`src/rtl/thr_pkg.sv`:
```
// Shared types for the RGB565 threshold configuration controller:
// channel widths, register addresses, the threshold set struct and FSM states.
package thr_pkg;

  localparam int R_W = 5;
  localparam int G_W = 6;
  localparam int B_W = 5;

  localparam logic [2:0] ADDR_R_MIN = 3'd0;
  localparam logic [2:0] ADDR_R_MAX = 3'd1;
  localparam logic [2:0] ADDR_G_MIN = 3'd2;
  localparam logic [2:0] ADDR_G_MAX = 3'd3;
  localparam logic [2:0] ADDR_B_MIN = 3'd4;
  localparam logic [2:0] ADDR_B_MAX = 3'd5;

  typedef struct packed {
    logic [R_W-1:0] r_min;
    logic [R_W-1:0] r_max;
    logic [G_W-1:0] g_min;
    logic [G_W-1:0] g_max;
    logic [B_W-1:0] b_min;
    logic [B_W-1:0] b_max;
  } thr_set_t;

  typedef enum logic [1:0] {IDLE, PEND, COMMIT} state_t;

  // Red/blue registers are 5 bits wide, so data bit 5 is dropped for them.
  function automatic thr_set_t apply_write(input thr_set_t s, input logic [2:0] addr,
                                           input logic [5:0] data);
    thr_set_t s_out;
    s_out = s;
    case (addr)
      ADDR_R_MIN: s_out.r_min = data[R_W-1:0];
      ADDR_R_MAX: s_out.r_max = data[R_W-1:0];
      ADDR_G_MIN: s_out.g_min = data[G_W-1:0];
      ADDR_G_MAX: s_out.g_max = data[G_W-1:0];
      ADDR_B_MIN: s_out.b_min = data[B_W-1:0];
      ADDR_B_MAX: s_out.b_max = data[B_W-1:0];
      default:    s_out = s;
    endcase
    return s_out;
  endfunction

endpackage

```
`src/rtl/thr_frame_counter.sv`:
```
// Frame-start detection from vs and per-frame foreground pixel counting
// with a saturating accumulator reported at every frame start.
module thr_frame_counter #(
  parameter int CNT_W  = 20,
  parameter bit VS_POL = 1'b1
) (
  input  logic             clk,
  input  logic             rst_n,
  input  logic             vs,
  input  logic             thr_de,
  input  logic             thr_data,
  output logic             fs,
  output logic [CNT_W-1:0] fg_count,
  output logic             fg_valid
);

  localparam bit VS_IDLE = !VS_POL;

  logic             vs_d1;
  logic             vs_d2;
  logic             pix;
  logic [CNT_W-1:0] acc;

  assign pix = thr_de & thr_data;
  assign fs  = (vs_d1 == VS_POL) && (vs_d2 == VS_IDLE);

  // A pixel landing in the fs cycle belongs to the new frame.
  always_ff @(posedge clk) begin
    if (!rst_n) begin
      vs_d1    <= VS_IDLE;
      vs_d2    <= VS_IDLE;
      acc      <= '0;
      fg_count <= '0;
      fg_valid <= 1'b0;
    end else begin
      vs_d1    <= vs;
      vs_d2    <= vs_d1;
      fg_valid <= fs;
      if (fs) begin
        fg_count <= acc;
        acc      <= CNT_W'(pix);
      end else if (pix && (acc != '1)) begin
        acc <= acc + 1'b1;
      end
    end
  end

endmodule

```
`src/rtl/thr_cfg_ctrl.sv`:
```
// Shadow/active threshold configuration with frame-aligned commit.
// Optional THR_MINMAX_CHECK_EN rejects per-channel min>max pairs at commit.
module thr_cfg_ctrl
  import thr_pkg::*;
#(
  parameter logic [R_W-1:0] R_MIN_RST = 5'd0,
  parameter logic [R_W-1:0] R_MAX_RST = 5'd6,
  parameter logic [G_W-1:0] G_MIN_RST = 6'd0,
  parameter logic [G_W-1:0] G_MAX_RST = 6'd12,
  parameter logic [B_W-1:0] B_MIN_RST = 5'd0,
  parameter logic [B_W-1:0] B_MAX_RST = 5'd6,
  parameter bit             VS_POL    = 1'b1,
  parameter int             CNT_W     = 20
) (
  input  logic             clk,
  input  logic             rst_n,
  input  logic             cfg_valid,
  output logic             cfg_ready,
  input  logic [2:0]       cfg_addr,
  input  logic [5:0]       cfg_data,
  input  logic             vs,
  input  logic             thr_de,
  input  logic             thr_data,
  output logic [R_W-1:0]   r_min,
  output logic [R_W-1:0]   r_max,
  output logic [G_W-1:0]   g_min,
  output logic [G_W-1:0]   g_max,
  output logic [B_W-1:0]   b_min,
  output logic [B_W-1:0]   b_max,
  output logic             cfg_pending,
  output logic             cfg_err,
  output logic [CNT_W-1:0] fg_count,
  output logic             fg_valid
);

  localparam thr_set_t RST_SET = '{
    r_min: R_MIN_RST, r_max: R_MAX_RST,
    g_min: G_MIN_RST, g_max: G_MAX_RST,
    b_min: B_MIN_RST, b_max: B_MAX_RST
  };

  thr_set_t shadow;
  thr_set_t active;
  thr_set_t shadow_next;
  thr_set_t commit_set;
  state_t   state;
  logic     accept;
  logic     reg_write;
  logic     fs;

  assign accept    = cfg_valid & cfg_ready;
  assign reg_write = accept && (cfg_addr <= ADDR_B_MAX);

  thr_frame_counter #(
    .CNT_W  (CNT_W),
    .VS_POL (VS_POL)
  ) u_frame_counter (
    .clk      (clk),
    .rst_n    (rst_n),
    .vs       (vs),
    .thr_de   (thr_de),
    .thr_data (thr_data),
    .fs       (fs),
    .fg_count (fg_count),
    .fg_valid (fg_valid)
  );

  // A write merged in the fs cycle is committed with the rest of the set.
  always_comb begin
    shadow_next = accept ? apply_write(shadow, cfg_addr, cfg_data) : shadow;
  end

`ifdef THR_MINMAX_CHECK_EN
  logic reject;

  always_comb begin
    commit_set = shadow_next;
    reject     = 1'b0;
    if (shadow_next.r_min > shadow_next.r_max) begin
      commit_set.r_min = active.r_min;
      commit_set.r_max = active.r_max;
      reject           = 1'b1;
    end
    if (shadow_next.g_min > shadow_next.g_max) begin
      commit_set.g_min = active.g_min;
      commit_set.g_max = active.g_max;
      reject           = 1'b1;
    end
    if (shadow_next.b_min > shadow_next.b_max) begin
      commit_set.b_min = active.b_min;
      commit_set.b_max = active.b_max;
      reject           = 1'b1;
    end
  end
`else
  always_comb begin
    commit_set = shadow_next;
  end
`endif

  always_ff @(posedge clk) begin
    if (!rst_n) begin
      state       <= IDLE;
      shadow      <= RST_SET;
      active      <= RST_SET;
      cfg_ready   <= 1'b1;
      cfg_pending <= 1'b0;
      cfg_err     <= 1'b0;
    end else begin
      shadow  <= shadow_next;
      cfg_err <= 1'b0;
      case (state)
        IDLE: begin
          if (reg_write) begin
            state       <= PEND;
            cfg_pending <= 1'b1;
          end
        end
        PEND: begin
          if (fs) begin
            active    <= commit_set;
            shadow    <= commit_set;
            state     <= COMMIT;
            cfg_ready <= 1'b0;
`ifdef THR_MINMAX_CHECK_EN
            cfg_err   <= reject;
`endif
          end
        end
        COMMIT: begin
          state       <= IDLE;
          cfg_ready   <= 1'b1;
          cfg_pending <= 1'b0;
        end
        default: begin
          state       <= IDLE;
          cfg_ready   <= 1'b1;
          cfg_pending <= 1'b0;
        end
      endcase
    end
  end

  assign r_min = active.r_min;
  assign r_max = active.r_max;
  assign g_min = active.g_min;
  assign g_max = active.g_max;
  assign b_min = active.b_min;
  assign b_max = active.b_max;

endmodule

```
`config.mk`:
```
export PLATFORM = sky130hd
export DESIGN_NAME = thr_cfg_ctrl
export DESIGN_NICKNAME = d
export VERILOG_FILES = /design/src/rtl/thr_pkg.sv /design/src/rtl/thr_frame_counter.sv /design/src/rtl/thr_cfg_ctrl.sv
export SDC_FILE = /design/constraint.sdc
export NUM_CORES = 1
export LEC_CHECK = 0
export ABC_AREA = 1
export CORE_ASPECT_RATIO = 2
export CORE_MARGIN = 2
export CORE_UTILIZATION = 32
export CTS_CLUSTER_DIAMETER = 50
export DETAILED_ROUTE_END_ITERATION = 10
export GPL_TIMING_DRIVEN = 0
export PLACE_DENSITY_LB_ADDON = 0.08
export SLEW_MARGIN = 20
export SYNTH_ARGS = -nofsm -noshare
export SYNTH_HDL_FRONTEND = slang
export SYNTH_SLANG_ARGS = --single-unit
```
`constraint.sdc`:
```
create_clock -name clk -period 2.38 [get_ports clk]
set_clock_uncertainty 0.05 [all_clocks]
set_input_delay 0.476 -clock clk [delete_from_list [all_inputs] [get_ports clk]]
set_output_delay 0.476 -clock clk [all_outputs]
set_load 0.02 [all_outputs]
```
# ---- After elaboration in Yosys (flattened, before gate mapping)
# Index checks and enable logic that the tools add are counted.
dict set report totals {
  register_bits 111
  input_bits 15
  wordCells 65
}
dict set report classes {
  add_sub_neg 1
  magnitude_cmp 1
  n_eq_ne 9
  n_mux 16
  bitwise 6
  reduce_logical 11
}
# op count
set ops {}
lappend ops {{32-bit two-way mux} 1}
lappend ops {{20-bit by 1-bit adder with 20-bit output, second input constant} 1}
lappend ops {{5-bit two-way mux} 4}
lappend ops {{20-bit != test, second input constant} 1}
lappend ops {{6-bit two-way mux} 2}
lappend ops {{2-bit AND reduction} 4}
lappend ops {{3-bit by 2-bit == test with 1-bit output, second input constant} 2}
lappend ops {{3-bit == test, second input constant} 2}
lappend ops {{1-bit two-way mux} 4}
lappend ops {{2-bit two-way mux} 2}
lappend ops {{2-bit != test, second input constant} 2}
lappend ops {{1-bit inverter} 4}
lappend ops {{1-bit case mux with 2 select lines} 2}
lappend ops {{2-bit case mux with 2 select lines} 1}
lappend ops {{3-bit by 1-bit == test with 1-bit output, second input constant} 1}
lappend ops {{3-bit <= comparator, second input constant} 1}
lappend ops {{1-bit logical AND} 3}
lappend ops {{3-bit zero test} 1}
lappend ops {{1-bit bitwise AND} 2}
lappend ops {{2-bit by 1-bit == test with 1-bit output, second input constant} 1}
lappend ops {{2-bit zero test} 1}
lappend ops {{2-bit nonzero test} 1}
lappend ops {{2-bit OR reduction} 1}

# ---- Longest topological paths before layout
# Gate-level depths: netlist of run 1.
dict set report depth {
  depth_word 4
  ltp_mapped 10
  mapped_depth_nobuf 10
}

# ---- Hierarchy
# Synthesis of run 1 repeated with hierarchy kept, for this count alone.
dict set report unflattened {
  hier_cells 617
  area_unflattened_um2 4749.6
}
# module n_inst cells_per_inst area_each_um2 seq_area_each_um2
set modules_own_cells {}
lappend modules_own_cells {thr_cfg_ctrl 1 352 2803.9 1361.3}
lappend modules_own_cells {thr_frame_counter 1 265 1945.6 860.8}

# ---- Worst setup path after synthesis of run 1
# Ideal clock, no wire load.
dict set report synth_timing {
  path_kind {reg-to-reg}
  startpoint {reg u_frame_counter.acc[0]}
  endpoint {reg u_frame_counter.acc[17]}
  setup_time_ns 0.115
  t_arrival_ns 1.420
  path_slack_ns 0.795
  path_stages_with_launch 10
  cell_sequence {dfxtp_1 ha_1 inv_1 nor2_2 nand2_2 o21ai_1 nand2_1 buf_6 a21oi_1 nor2_1}
}
dict set report synth_between {
  elab_chain_len 2
}
# item line
set synth_lines {}
lappend synth_lines {{start, declared} thr_frame_counter.sv:22} ;# logic [CNT_W-1:0] acc;
lappend synth_lines {{start signal, assigned} thr_frame_counter.sv:41} ;# acc <= CNT_W'(pix);
lappend synth_lines {{start signal, assigned} thr_frame_counter.sv:43} ;# acc <= acc + 1'b1;
lappend synth_lines {{branches (longest 2 deep; another with 20-bit by 1-bit adder with 20-bit output)} -}
# Several ways; the timed one is not identified.
# A chain may end at the register's enable or synchronous reset.

# ---- Worst setup path in the final report of run 1
dict set report layout_timing {
  startpoint {in cfg_valid}
  endpoint {reg active (netlist bit g_min[2])}
}
dict set report layout_between {
  elab_chain_len 2
}
# item line
set layout_lines {}
lappend layout_lines {{start, declared} thr_cfg_ctrl.sv:17} ;# input logic cfg_valid,
lappend layout_lines {{1-bit bitwise AND} thr_cfg_ctrl.sv:51} ;# assign accept = cfg_valid & cfg_ready;
lappend layout_lines {{32-bit two-way mux} thr_cfg_ctrl.sv:70} ;# shadow_next = accept ? apply_write(shadow, cfg_addr, cfg_data) : shadow;
lappend layout_lines {{end signal, assigned} thr_cfg_ctrl.sv:121} ;# active <= commit_set;
lappend layout_lines {{end, declared} thr_cfg_ctrl.sv:43} ;# thr_set_t active;
# No other way between the ends.

==> results of run 1 <==
[final timing paths]
check | startpoint | endpoint | slack [ns] | cells after the start
worst min register to register | u_frame_counter.fg_count[17] | u_frame_counter.fg_count[17] | 0.40 | 2
worst max-delay path | cfg_valid | g_min[2] | 0.42 | 8
worst min-delay path | rst_n | shadow[23] | 0.33 | 2
worst max register to register | u_frame_counter.acc[1] | u_frame_counter.acc[13] | 0.50 | 9
[cells by family after synthesis]
family | after synthesis | share of synthesized area [%]
other cells | 1 | 0.07997
flops | 111 | 47.39
simple gates | 273 | 23.93
fa+ha+maj | 1 | 0.2668
compound gates | 107 | 14.01
xor+xnor | 11 | 2.054
mux | 3 | 0.6404
buf+inv | 134 | 11.63
[routing by layer]
metal	GRT usage, %	part of all wire [%]	vias to the layer above
met5	0	0	-
met4	7.276	3.2	0
met3	2.692	2.3	22
met2	34.04	59	66
met1	16.02	36	1823
li1	-	-	2113
[cell type report]
type | count | area (um^2)
fillers | 1496 | 8427
clock inverters | 6 | 75.07
multi-input cells | 396 | 1922
flip-flops and latches | 111 | 2222
clock buffers | 10 | 239.0
well taps | 192 | 240.2
inverters | 110 | 412.9
repair buffers | 68 | 680.7
plain buffers | 24 | 132.6
[report_power, final]
part,internal (mW),switching (mW),total (mW)
Clock,0.864,0.728,1.59
Combinational,0.142,0.223,0.365
Sequential,1.91,0.0256,1.93
[cell usage after synthesis (4+ instances only)]
master | n | area (um^2)
sky130_fd_sc_hd__nand2_1 | 123 | 461.7
sky130_fd_sc_hd__dfxtp_1 | 111 | 2222
sky130_fd_sc_hd__nor2_1 | 109 | 409.1
sky130_fd_sc_hd__inv_1 | 108 | 405.4
sky130_fd_sc_hd__o21ai_0 | 38 | 190.2
sky130_fd_sc_hd__o21a_1 | 26 | 195.2
sky130_fd_sc_hd__nand3_1 | 17 | 85.08
sky130_fd_sc_hd__a21oi_1 | 16 | 80.08
sky130_fd_sc_hd__o21ai_1 | 12 | 60.06
sky130_fd_sc_hd__xor2_1 | 11 | 96.34
sky130_fd_sc_hd__a21oi_2 | 10 | 87.58
sky130_fd_sc_hd__buf_2 | 9 | 45.04
sky130_fd_sc_hd__clkbuf_1 | 9 | 33.78
sky130_fd_sc_hd__a22o_1 | 5 | 43.79
sky130_fd_sc_hd__nand2_2 | 5 | 31.28
sky130_fd_sc_hd__nor2_2 | 4 | 25.02
sky130_fd_sc_hd__nor3_1 | 4 | 20.02
[registers in the layout, summed over array words and instances (netlist names), 2 cells and up]
signal and cells:
b_min 5, g_max 6, shadow 32, r_min 5
u_frame_counter.fg_count 20, g_min 6, b_max 5, u_frame_counter.acc 20
state 2, r_max 5
[critical path, delay by kind of cell]
family	cells	cell delay (ns)
and+or+nand+nor	3	0.50
AOI/OAI and AO/OA	2	0.35
buffers and inverters	3	0.83
==> impl_metrics.env, run 1 <==
export IMPL_core_rowCount=62
export IMPL_vdd_ir_drop_worst_mv=0.3609
export IMPL_path_clk_slew_ns=0.08
export IMPL_design_final_nets=736
export IMPL_vias=4024
export IMPL_syn_instance_count=641
export IMPL_cp_required_ns=2.57
export IMPL_grt_total_usage_pct=17.14
export IMPL_setup_viol_count_final=0
export IMPL_synth_yosys_seq_area_share_pct=47.39
export IMPL_drive_above_1_share_pct=7.724
export IMPL_cts_post_setup_buffers_inserted=0
export IMPL_hold_slack_ns=0.3265
export IMPL_critPathKind="in -> reg"
export IMPL_grt_first_pass_wirelength_mm=20.27
export IMPL_worstPathMaxFanout=10
export IMPL_rsz0062_at_grt="no"
export IMPL_clock_insertion_delay_worst_skew_ns=0.34
export IMPL_core_area_um2=14350
export IMPL_synth_edf_count=0
export IMPL_tightest_slew_ns=0.5320
export IMPL_total_power_mw=3.890
export IMPL_finish_utilization_pct=41.28
export IMPL_post_cts_resized_instances=0
export IMPL_finalHoldViolations=0
export IMPL_synth_nets=657
export IMPL_commonest_cells_after_routing_fill_and_taps_aside="sky130_fd_sc_hd__nand2_1 (123), sky130_fd_sc_hd__dfxtp_1 (111), sky130_fd_sc_hd__nor2_1 (109)"
export IMPL_crit_path_start_kind="input port"
export IMPL_timing_critical_path_cells="clkdlybuf4s50_1 > nand2_1 > nor2_1 > nand3_1 > buf_2 > o21a_1 > o21ai_0 > inv_1"
export IMPL_maxCapViolCount=0
export IMPL_timing_max_slew_rel_slack_pct=64.53
export IMPL_worstHoldPathType="in -> reg"
export IMPL_ctsRootBufferMaster="sky130_fd_sc_hd__clkbuf_16"
export IMPL_timing_setup_tns_ns=0
export IMPL_synth_seq_cells=111
export IMPL_route_detailed_drc=0
export IMPL_mean_instance_size_in_the_synthesized_netlist_um2=7.316
export IMPL_critical_path_endpoint_type="register"
export IMPL_p_leak_nw=2.508
export IMPL_portBuffers=68
export IMPL_clkSinkCount=111
export IMPL_global_route_overflow_total=0
export IMPL_die_height_um=175.2
export IMPL_dp_cells=901
export IMPL_postLayoutCellArea_um2=5924
export IMPL_die_w_um=89.60
export IMPL_mostFrequentLayoutCell="sky130_fd_sc_hd__nand2_1"
export IMPL_postCtsHoldBufs=0
export IMPL_power_density_cell_area_nw_per_um2=656.6
export IMPL_final_min_period_over_clock_period_pct=82.29
export IMPL_tritoncts_clock_tree="done"
export IMPL_insertedDiodeCount=0
export IMPL_synth_async_reset_ratio_pct=0
export IMPL_crit_path_top_delay_cell="sky130_fd_sc_hd__clkdlybuf4s50_1"
export IMPL_grt_start_max_net_pins=20
export IMPL_wl_per_cell_um=13.95
export IMPL_start_util_pct=32.68
export IMPL_cp_slowest_stage_delay_ns=0.50
export IMPL_outcome="finished clean"
export IMPL_final_max_slew_violation_count=0
export IMPL_drtIter0Drc=128
export IMPL_place_hpwl_mm=9.943
export IMPL_fin_crit_ns=1.959
export IMPL_tritoncts_num_buffers=9
export IMPL_place_congestion=0.8756
export IMPL_setup_slack_after_placement_ns=0.03680
export IMPL_area_growth_pct=26.33
export IMPL_first_global_vias=4044
export IMPL_number_of_antenna_violations_at_the_first_check_in_global_routing=0
export IMPL_cts_htree_levels=3
export IMPL_stdcell_count=917
export IMPL_max_clock_freq_ghz=0.5106
export IMPL_vias_per_cell=4.388
export IMPL_antenna_left=0
export IMPL_cp_data_arrival_time_ns=2.15
export IMPL_synth_cell_type_count=32
export IMPL_final_setup_worst_slack_ns=0.4215
export IMPL_placed_cell_area_um2=5610
export IMPL_floorplan_die_area_um2=15700
export IMPL_ctsLongestPathBuffers=2
export IMPL_synth_cell_area_um2=4689
export IMPL_ys_dominant_reg_cell="sky130_fd_sc_hd__dfxtp_1"
export IMPL_dr_pass1_iters=4
export IMPL_route_final_wire_length_mm=12.79
export IMPL_yosys_warnings=0
export IMPL_pin_count=71
Note: power is estimated with default switching activity, not from simulation.
==> run 2, diff against run 1 <==
Clock period 2.38 ns to 1.6 ns, I/O delays scaled along.
==> run 2 against run 1 <==
  * Final area grew 6.9%
  * Cell count rose by 1.2%
  * Sequential cell count did not move
  * First-iteration DRC count shrank 0.78%
  * Critical endpoint is now u_frame_counter.acc[9]
  * Highest routed layer unchanged
==> impl_metrics.env, run 2 (synthesis gave the netlist of run 1 again) <==
export IMPL_crit_path_start_kind="register"
export IMPL_pin_count=71
export IMPL_first_global_vias=4078
export IMPL_worstPathMaxFanout=5
export IMPL_commonest_cells_after_routing_fill_and_taps_aside="sky130_fd_sc_hd__nand2_1 (108), sky130_fd_sc_hd__inv_1 (106), sky130_fd_sc_hd__nor2_1 (99)"
export IMPL_portBuffers=68
export IMPL_dr_pass1_iters=4
export IMPL_critPathLaunch="u_frame_counter.acc[1]"
export IMPL_top_register="shadow"
export IMPL_grt_total_usage_pct=17.33
export IMPL_die_height_um=175.2
export IMPL_p_leak_nw=2.945
export IMPL_fin_crit_ns=1.556
export IMPL_grt_start_max_net_pins=20
export IMPL_grt_first_pass_wirelength_mm=20.49
export IMPL_placed_cell_area_um2=5610
export IMPL_drtIter0Drc=127
export IMPL_cp_data_arrival_time_ns=1.78
export IMPL_max_reg_flops=32
export IMPL_final_max_slew_violation_count=0
export IMPL_die_w_um=89.60
export IMPL_cts_htree_levels=3
export IMPL_finalHoldViolations=0
export IMPL_total_power_mw=5.844
export IMPL_core_rowCount=62
export IMPL_worstHoldStart="rst_n"
export IMPL_outcome="finished clean"
export IMPL_global_route_overflow_total=0
export IMPL_critPathKind="reg -> reg"
export IMPL_maxCapViolCount=0
export IMPL_tightest_slew_ns=0.5176
export IMPL_worstHoldPathType="in -> reg"
export IMPL_area_growth_pct=35.11
export IMPL_reg_largest_list="shadow x32, u_frame_counter.acc x20, u_frame_counter.fg_count x20"
export IMPL_cp_required_ns=1.82
export IMPL_timing_max_slew_rel_slack_pct=65.49
export IMPL_vias_per_cell=4.481
export IMPL_final_min_period_over_clock_period_pct=97.27
export IMPL_insertedDiodeCount=0
export IMPL_max_clock_freq_ghz=0.6426
export IMPL_tritoncts_clock_tree="done"
export IMPL_crit_path_top_delay_cell="sky130_fd_sc_hd__dfxtp_4"
export IMPL_setup_viol_count_final=0
export IMPL_route_detailed_drc=0
export IMPL_timing_rr_start="u_frame_counter.acc[1]"
export IMPL_drive_above_1_share_pct=17.26
export IMPL_design_final_nets=747
export IMPL_number_of_antenna_violations_at_the_first_check_in_global_routing=0
export IMPL_tritoncts_num_buffers=9
export IMPL_ctsRootBufferMaster="sky130_fd_sc_hd__clkbuf_16"
export IMPL_path_clk_slew_ns=0.07
export IMPL_final_fill_count=1478
export IMPL_multi_input_area_um2=2163
export IMPL_core_area_um2=14350
export IMPL_ctsLongestPathBuffers=2
export IMPL_cp_slowest_stage_delay_ns=0.38
export IMPL_mostFrequentLayoutCell="sky130_fd_sc_hd__nand2_1"
export IMPL_start_util_pct=32.68
export IMPL_floorplan_die_area_um2=15700
export IMPL_rsz0062_at_grt="yes"
export IMPL_critical_path_endpoint_type="register"
export IMPL_postCtsHoldBufs=0
export IMPL_place_hpwl_mm=9.943
export IMPL_wl_per_cell_um=14.57
export IMPL_clock_insertion_delay_worst_skew_ns=0.34
export IMPL_power_density_cell_area_nw_per_um2=922.3
export IMPL_place_congestion=0.8756
export IMPL_vdd_ir_drop_worst_mv=0.5304
export IMPL_area_sequential_um2=2257
export IMPL_clkSinkCount=111
export IMPL_timing_critical_path_cells="ha_4 > inv_4 > nor2_4 > nand2_4 > nor2_4 > nand2_2 > nand2_4 > clkbuf_16 > nand2_2 > a21oi_2"
export IMPL_postLayoutCellArea_um2=6336
export IMPL_vias=4158
export IMPL_route_final_wire_length_mm=13.53
export IMPL_antenna_left=0
## run 2: per-layer routing
metal | track usage, % | routed length [um] | share of wire [%]
met1 | 15.99 | 4709 | 35
met2 | 34.25 | 7985 | 59
met4 | 8.458 | 527 | 3.9
met3 | 2.456 | 303 | 2.2
met5 | 0 | 0 | 0
## run 2: critical path, delay by kind of cell (launching register included)
| kind | cells | cell delay [ns] |
|---|---|---|
| and+or+nand+nor | 6 | 0.58 |
| adders and majority gates | 1 | 0.16 |
| buffers and inverters | 2 | 0.20 |
| AOI/OAI and AO/OA | 1 | 0.12 |
| DFF | 1 | 0.38 |
## run 2: worst paths after layout
path	endpoint	slack, ns	cells after the start
worst max-delay path	u_frame_counter.acc[9]	0.04	10
worst min-delay path	shadow[23]	0.17	2
worst max register to register	u_frame_counter.acc[9]	0.04	10
worst min register to register	u_frame_counter.fg_count[17]	0.40	2
## run 2: cell type report
class | instances | share of cell area, %
Clock buffer | 10 | 3.772
Tap cell | 192 | 3.791
Multi-Input combinational cell | 397 | 34.14
Clock inverter | 6 | 1.185
Buffer | 24 | 2.883
Inverter | 110 | 6.635
Sequential cell | 111 | 35.62
Timing Repair Buffer | 78 | 11.97
## run 2: report_power, final
group | internal, mW | total, mW | switching [mW] | leakage (nW)
sequential | 2.83 | 2.87 | 0.0401 | 0.909
clock | 1.29 | 2.37 | 1.08 | 0.152
combinational | 0.234 | 0.607 | 0.372 | 1.88
total | 4.35 | 5.84 | 1.49 | 2.94
## run 2: repair_timing
action / CTS / global route
buffers inserted: 1 / 6
gates cloned: 0 / 4
setup endpoints to repair: 131 / 74
resized for setup: 92 / 78
pin swaps: 3 / 16
## run 2: per-stage QoR
step	setup slack [ns]	setup TNS, ns	hold slack (ns)	instances	utilization (%)
4_1_cts	-0.08488	-0.7373	0.1607	918	41.74
6_report	0.04375	0	0.1701	928	44.15
2_1_floorplan	0.01528	0	0.3647	641	-
3_5_place_dp	-0.5872	-35.04	0.3872	901	39.09
5_1_grt	-0.01443	-0.1105	0.1761	928	44.15
3_3_place_gp	-0.5908	-34.27	0.3892	901	39.09
